==> config.mk <==
export PLATFORM = sky130hd
export DESIGN_NAME = fetch_unit
export DESIGN_NICKNAME = d
export VERILOG_FILES = /design/src/rtl/fetch_unit_pkg.sv /design/src/rtl/fetch_unit_next_pc_sel.sv /design/src/rtl/fetch_unit.sv
export SDC_FILE = /design/constraint.sdc
export NUM_CORES = 1
export LEC_CHECK = 0
export ABC_AREA = 1
export BUFFER_PORTS_ARGS = -buffer_cell sky130_fd_sc_hd__buf_2
export CORE_AREA = 2 2 138 140
export DETAILED_ROUTE_END_ITERATION = 6
export DIE_AREA = 0 0 140 142
export GPL_TIMING_DRIVEN = 0
export PLACE_DENSITY = 0.82
export SKIP_LAST_GASP = 1
export SLEW_MARGIN = 10
export SYNTH_ARGS = -nofsm -noshare
export SYNTH_HDL_FRONTEND = slang
export SYNTH_SLANG_ARGS = --single-unit
==> constraint.sdc <==
create_clock -name clk -period 2.9 [get_ports clk]
set_input_delay 0.435 -clock clk [delete_from_list [all_inputs] [get_ports clk]]
set_output_delay 0.435 -clock clk [all_outputs]
set_load 0.005 [all_outputs]
==> src/rtl/fetch_unit_pkg.sv <==
// Shared types and constants for the instruction-fetch stage.
package fetch_unit_pkg;

  localparam logic [1:0] STEP_FORWARD                = 2'b00;
  localparam logic [1:0] JUMP_TO_LABEL               = 2'b01;
  localparam logic [1:0] JUMP_TO_CALCULATED_REGISTER = 2'b10;

  localparam logic [31:0] NOP_INSTR = 32'h0000_0013;

  typedef enum logic [1:0] {
    REQ  = 2'b00,
    WAIT = 2'b01,
    HOLD = 2'b10,
    KILL = 2'b11
  } fetch_state_t;

endpackage

==> src/rtl/fetch_unit_next_pc_sel.sv <==
// Combinational next-PC selection from the EX redirect interface.
module next_pc_sel
  import fetch_unit_pkg::*;
(
  input  logic [31:0] pc,
  input  logic [31:0] target_address,
  input  logic [31:0] alu_result,
  input  logic [1:0]  pc_next_select,
  output logic [31:0] next_pc,
  output logic        redirect
);

  always_comb begin
    next_pc  = pc + 32'd4;
    redirect = 1'b0;
    case (pc_next_select)
      JUMP_TO_LABEL: begin
        next_pc  = target_address;
        redirect = 1'b1;
      end
      // JALR targets always have bit 0 cleared.
      JUMP_TO_CALCULATED_REGISTER: begin
        next_pc  = {alu_result[31:1], 1'b0};
        redirect = 1'b1;
      end
      default: ;
    endcase
  end

endmodule

==> src/rtl/fetch_unit.sv <==
// Instruction-fetch stage: owns the PC, issues one outstanding imem request,
// and fills the IF/ID register while honouring stall and redirect.
module fetch_unit
  import fetch_unit_pkg::*;
#(
  parameter logic [31:0] RESET_PC = 32'h0000_0000
) (
  input  logic        clk,
  input  logic        rst_n,
  input  logic [1:0]  PCNext_select,
  input  logic [31:0] Target_Address,
  input  logic [31:0] ALUResult,
  input  logic        Stall,
  output logic        imem_req_valid,
  output logic [31:0] imem_req_addr,
  input  logic        imem_req_ready,
  input  logic        imem_rsp_valid,
  input  logic [31:0] imem_rsp_data,
  output logic        IFID_valid,
  output logic [31:0] IFID_instr,
  output logic [31:0] IFID_PC,
  output logic [31:0] IFID_PCPlus4,
  output logic        Redirect_flush,
  output logic [1:0]  dbg_state
);

  // Handshake: a request transfers on a rising edge where imem_req_valid and
  // imem_req_ready are both high; imem_rsp_valid is a one-cycle pulse per
  // accepted request, in order, never in the same cycle as its acceptance.

  fetch_state_t state, state_d;
  logic [31:0]  pc, pc_d;
  logic [31:0]  next_pc;
  logic         redirect;
  logic [31:0]  hold_instr, hold_pc;
  logic         load_rsp, load_hold, capture_hold;

  next_pc_sel u_next_pc_sel (
    .pc             (pc),
    .target_address (Target_Address),
    .alu_result     (ALUResult),
    .pc_next_select (PCNext_select),
    .next_pc        (next_pc),
    .redirect       (redirect)
  );

  assign Redirect_flush = redirect;
  assign imem_req_valid = rst_n && (state == REQ);
  assign imem_req_addr  = pc;
  assign dbg_state      = state;

  always_ff @(posedge clk or negedge rst_n) begin
    if (!rst_n) begin
      state <= REQ;
      pc    <= RESET_PC;
    end else begin
      state <= state_d;
      pc    <= pc_d;
    end
  end

  always_comb begin
    state_d      = state;
    pc_d         = pc;
    load_rsp     = 1'b0;
    load_hold    = 1'b0;
    capture_hold = 1'b0;
    case (state)
      REQ: begin
        if (redirect) pc_d = next_pc;
        if (imem_req_ready) state_d = redirect ? KILL : WAIT;
      end
      WAIT: begin
        if (redirect) begin
          pc_d    = next_pc;
          state_d = imem_rsp_valid ? REQ : KILL;
        end else if (imem_rsp_valid) begin
          pc_d = next_pc;
          if (Stall) begin
            capture_hold = 1'b1;
            state_d      = HOLD;
          end else begin
            load_rsp = 1'b1;
            state_d  = REQ;
          end
        end
      end
      HOLD: begin
        if (redirect) begin
          pc_d    = next_pc;
          state_d = REQ;
        end else if (!Stall) begin
          load_hold = 1'b1;
          state_d   = REQ;
        end
      end
      KILL: begin
        // A redirect here only retargets the PC; the stale response is still owed.
        if (redirect) pc_d = next_pc;
        if (imem_rsp_valid) state_d = REQ;
      end
      default: state_d = REQ;
    endcase
  end

  always_ff @(posedge clk or negedge rst_n) begin
    if (!rst_n) begin
      hold_instr <= NOP_INSTR;
      hold_pc    <= 32'h0;
    end else if (capture_hold) begin
      hold_instr <= imem_rsp_data;
      hold_pc    <= pc;
    end
  end

  always_ff @(posedge clk or negedge rst_n) begin
    if (!rst_n) begin
      IFID_valid   <= 1'b0;
      IFID_instr   <= NOP_INSTR;
      IFID_PC      <= 32'h0;
      IFID_PCPlus4 <= 32'h0;
    end else if (redirect) begin
      IFID_valid <= 1'b0;
    end else if (!Stall) begin
      if (load_rsp) begin
        IFID_valid   <= 1'b1;
        IFID_instr   <= imem_rsp_data;
        IFID_PC      <= pc;
        IFID_PCPlus4 <= pc + 32'd4;
      end else if (load_hold) begin
        IFID_valid   <= 1'b1;
        IFID_instr   <= hold_instr;
        IFID_PC      <= hold_pc;
        IFID_PCPlus4 <= hold_pc + 32'd4;
      end else begin
        // No new instruction this cycle: ID sees a bubble.
        IFID_valid <= 1'b0;
      end
    end
  end

endmodule

# Word-level counts from Yosys, hierarchy flattened
# Index checks and enable logic that the tools add are counted.
[word_totals] reg_bits=195 word_cells=67
[classes] add_sub_neg=2 eq_ne=11 mux=36 bitwise_logic=2 reduce_logical=8
[ops] cell="two-way mux 32 bit" n=9
[ops] cell="one-hot mux 32 bit (2 select lines)" n=2
[ops] cell="adder 32 x 3 -> 32 bit, second input constant" n=2
[ops] cell="two-way mux 2 bit" n=9
[ops] cell="two-way mux 1 bit" n=15
[ops] cell="one-hot mux 2 bit (4 select lines)" n=1
[ops] cell="equality test 2 bit, second input constant" n=3
[ops] cell="!= test 3 bit, second input constant" n=2
[ops] cell="equality test 2 x 1 -> 1 bit, second input constant" n=2
[ops] cell="!= test 2 x 1 -> 1 bit, second input constant" n=2
[ops] cell="!= test 2 bit, second input constant" n=2
[ops] cell="AND reduction 4 bit" n=1
[ops] cell="AND reduction 3 bit" n=1
[ops] cell="OR reduction 3 bit" n=1
[ops] cell="logical NOT 2 bit" n=1
[ops] cell="inverter 1 bit" n=2
[ops] cell="AND reduction 2 bit" n=1
[ops] cell="nonzero test 2 bit" n=1
[ops] cell="OR reduction 2 bit" n=1
[ops] cell="logical AND 1 bit" n=1

# Depth between registers and ports, before layout
[logic_depth] ltp_word=9 mapped_depth=13 ltp_nobuf=12

# Cells and area by module
# From an unflattened synthesis, not the netlist that was laid out.
[unflattened] cells_unflattened=1378 hier_area_um2=10293.6
[modules_own_cells] module="fetch_unit" instances=1 cells_per_inst=1052 area_each_um2=8705.8 seq_area_each_um2=4837.1
[modules_own_cells] module="next_pc_sel" instances=1 cells_per_inst=326 area_each_um2=1587.8 seq_area_each_um2=0.0

# Worst setup path before layout
# OpenSTA, ideal clock, no wires.
[synth_timing] path_kind="input port to flip-flop" from="input PCNext_select[0]" to="register hold_instr[21]" setup_ns=0.125 arrival_time_ns=1.800 required_time_ns=2.775 slack_ns=0.975 path_stages=8 n_path_buf=3 cell_sequence="inv_1 ha_1 buf_2 nand2_1 nor2_2 buf_4 buf_4 mux2_2"
[synth_via] elab_chain_cells=5
[synth_rtl] item="from (decl)" line="fetch_unit.sv:10" source="input logic [1:0] PCNext_select,"
[synth_rtl] item="equality test 2 x 1 -> 1 bit / equality test 2 bit (equally long branches)" line="fetch_unit_next_pc_sel.sv:16" source="case (pc_next_select)"
[synth_rtl] item="OR reduction 2 bit (no source line) (*)"
[synth_rtl] item="two-way mux 1 bit (*)" line="fetch_unit_next_pc_sel.sv:16"
[synth_rtl] item="two-way mux 1 bit (*)" line="fetch_unit.sv:74" source="if (redirect) begin"
[synth_rtl] item="two-way mux 1 bit (*)" line="fetch_unit.sv:68" source="case (state)"
[synth_rtl] item="to (signal assigned)" line="fetch_unit.sv:111" source="hold_instr <= imem_rsp_data;"
[synth_rtl] item="to (decl)" line="fetch_unit.sv:35" source="logic [31:0] hold_instr, hold_pc;"
# Every way passes the cells marked *; elsewhere a longest branch is shown, timed or not.
# A chain may end at the register's enable or synchronous reset.

# Final worst setup path
[layout_timing] from="input rst_n" to="output imem_req_valid"
[layout_via] elab_chain_cells=1
[layout_rtl] item="from (decl)" line="fetch_unit.sv:9" source="input logic rst_n,"
[layout_rtl] item="logical AND 1 bit" line="fetch_unit.sv:48" source="assign imem_req_valid = rst_n && (state == REQ);"
[layout_rtl] item="to (decl)" line="fetch_unit.sv:14" source="output logic imem_req_valid,"
# Every way passes these cells.

==> metrics <==
clock group share of total power=20.8%; routed len/inst=19.3 µm; H-tree levels=4; max_cap viols=0; most common cell after layout, fill and taps aside=nand2_1; WP data required=2.47 ns; clock slew at reported path FFs=0.07 ns; P per Cell Area=955 nW/µm²; worst-margin pin slew=0.708 ns; grt ovf=0; min Tclk post-route=2.16 ns; synthesized cell area=9930 µm²; Starting Density=53.8%; Synth cell types=43; TritonCTS Buffers=17; Hold Slack=-0.0491 ns; Tot GR Track Use=33.5%; failing checks=DRC, hold timing; CORE AREA=18,500 µm²; antenna fix cells=0; Sw Ratio=41.3%; CP Launch Point=rst_n; final worst slack=0.740 ns; most frequent cells in the layout=nand2_1 (421), buf_2 (256), dfrtp_1 (187); GPL Wtd Cong=1.02; Final Power=11.5 mW; Finished Core Util=65.2%; io pins=236; # setup viols final=0; fin nets=1,574; Hold Violations, Final=23; share of layout cells above drive strength 1=25.4%; post-CTS setup buffers=0; Clock Tree Root=clkbuf_16; CTS Sinks=193; Syn Nets=1,320; antenna violations before repair=0; I/O Buffers=234; Non-Filler Instances=1,714; synth-to-layout area growth=21.2%; Seq cells post-synth=193; HPWL after DPL=25,400 µm; status=finished, violations left; Yosys warnings=0; Post-CTS Resized=0; syn avg cell area=8.19 µm²; sequential share of power=44.3%; Clock Latency Late Sink=0.45 ns; Die Y-Extent=142 µm; die area=19,900 µm²; P_sw=4.75 mW; global-route wire length before repair=51,100 µm; critical path startpoint category=primary input; crit path DAT=1.72 ns; reg2reg start=imem_req_addr[3]; drt drc=13; fin crit share=74.5%; Seq/Total Area, Yosys=48.7%; cell-internal power=6.74 mW; via count=9,795; Worst Path Max Fanout=106; Placed Cells=1,682; First-pass DRT Iterations=7; crit path capture type=output port; Longest Clk Path Bufs=2; Slew HR=52.8%; unrepaired setup endpoints after global routing=false; Worst IR Drop VDD=489 µV; Iter 0 DRT Violations=1,099; cell row count=50; Min-Delay Path Class=primary input to async pin; Post-CTS Hold Buffers=0; total length of routed wires=33,200 µm; Pleak=6.05 nW; vias per inst=5.71; CTS tree=built; Die Wd=140 µm; FMAX=463 MHz; vias in the first global route=9,208; Pins Over Slew Limit=0; crit path kind=primary input to output port; largest net degree at the start of global routing=107; setup slack at placement=0.412 ns; Mapped Cells=1,213; Post-DRT Antenna Nets=0; combinational power share=34.9%; Worst Skew=0.0114 ns
## worst max-delay path, stage by stage
cell	delay, ns
buf_8	0.44
buf_16	0.43
inv_1	0.08
nor2_1	0.12
buf_2	0.12
## cells in the mapped netlist (all sizes together)
| cell | number | area [µm²] |
|---|---|---|
| dfrtp | 187 | 4680 |
| clkbuf | 17 | 65.1 |
| ha | 4 | 50.1 |
| a41oi | 1 | 8.76 |
| inv | 84 | 315 |
| nand4 | 5 | 31.3 |
| and2 | 2 | 12.5 |
| a31oi | 5 | 31.3 |
| o221ai | 17 | 149 |
| o31ai | 1 | 7.51 |
| dfstp | 6 | 158 |
| xor2 | 17 | 156 |
| nor3 | 9 | 45.0 |
| buf | 42 | 235 |
| o21a | 1 | 7.51 |
| a21oi | 21 | 105 |
| xnor2 | 3 | 26.3 |
| clkinv | 1 | 5.00 |
| a22o | 3 | 26.3 |
| mux2 | 34 | 383 |
| a21o | 1 | 7.51 |
| nand3b | 1 | 7.51 |
| a32oi | 12 | 105 |
| a22oi | 49 | 368 |
| o21ai | 50 | 250 |
| nor2 | 126 | 587 |
| o22ai | 9 | 56.3 |
| a211oi | 2 | 15.0 |
| nand2 | 426 | 1620 |
| o211ai | 14 | 105 |
| nand3 | 63 | 315 |
## state kept, by name (all words and copies together), names as in the netlist
signal         count
IFID_PC           32
hold_instr        32
dbg_state          2
IFID_instr        32
hold_pc           32
imem_req_addr     32
IFID_PCPlus4      30
IFID_valid         1
## routing by layer
layer | track usage, % | vias to the layer above | share of wire [%]
met4 | 9.62 | 0 | 2.6
met2 | 52.4 | 571 | 46
met1 | 47.6 | 4628 | 41
met5 | 0 | - | 0
li1 | - | 4535 | -
met3 | 7.50 | 61 | 9.9
## cell type report
type                       instances  area (µm²)
sequential                       193        4840
clock inverter                    14         171
multi-input combinational        876        4470
fill                            1607        6420
inverter                          85         320
tap                              234         293
buffer                            59         300
clock buffer                      18         429
timing repair buffer             235        1210
## metrics by stage
stage	hold slack, ns	area, µm²	TNS (ns)
floorplan	0.139	9930	0
global placement	0.457	11400	-334.52
detailed placement	0.460	11400	0
CTS	0.0196	12000	0
global route	0.0382	12000	0
finish	-0.0491	12000	0
## cell families (layout without fill, tap and decap cells)
logic type               count (synthesis)  in the layout  share of synthesized area (%)
AO/OA/AOI/OAI                          186            186                           12.5
flip-flops                             193            193                           48.7
AND/OR/NAND/NOR                        632            632                           26.3
adder cells (fa/ha/maj)                  4              4                          0.504
buffers and inverters                  144            411                           6.25
XOR/XNOR                                20             20                           1.84
multiplexers                            34             34                           3.86
## final timing paths
check / endpoint / depth (start not counted) / slack (ns)
setup / recovery: imem_req_valid / 5 / 0.74
hold / removal: imem_req_addr[29] / 1 / -0.05
setup reg to reg: imem_req_addr[14] / 10 / 0.79
hold reg to reg: IFID_instr[4] / 2 / 0.47
max in group asynchronous: imem_req_addr[0] / 2 / 1.99
min in group clk: imem_req_addr[1] / 3 / 0.19
## power by group through the flow
stage	sequential [mW]	clock (mW)	combinational [mW]
2_1_floorplan	4.81	0	2.19
3_3_place_gp	5.03	0	3.81
3_5_place_dp	5.07	0	3.94
4_1_cts	5.03	2.40	3.97
5_1_grt	5.19	2.51	4.42
6_report	5.08	2.39	4.01
(Power assumes the default switching activity.)
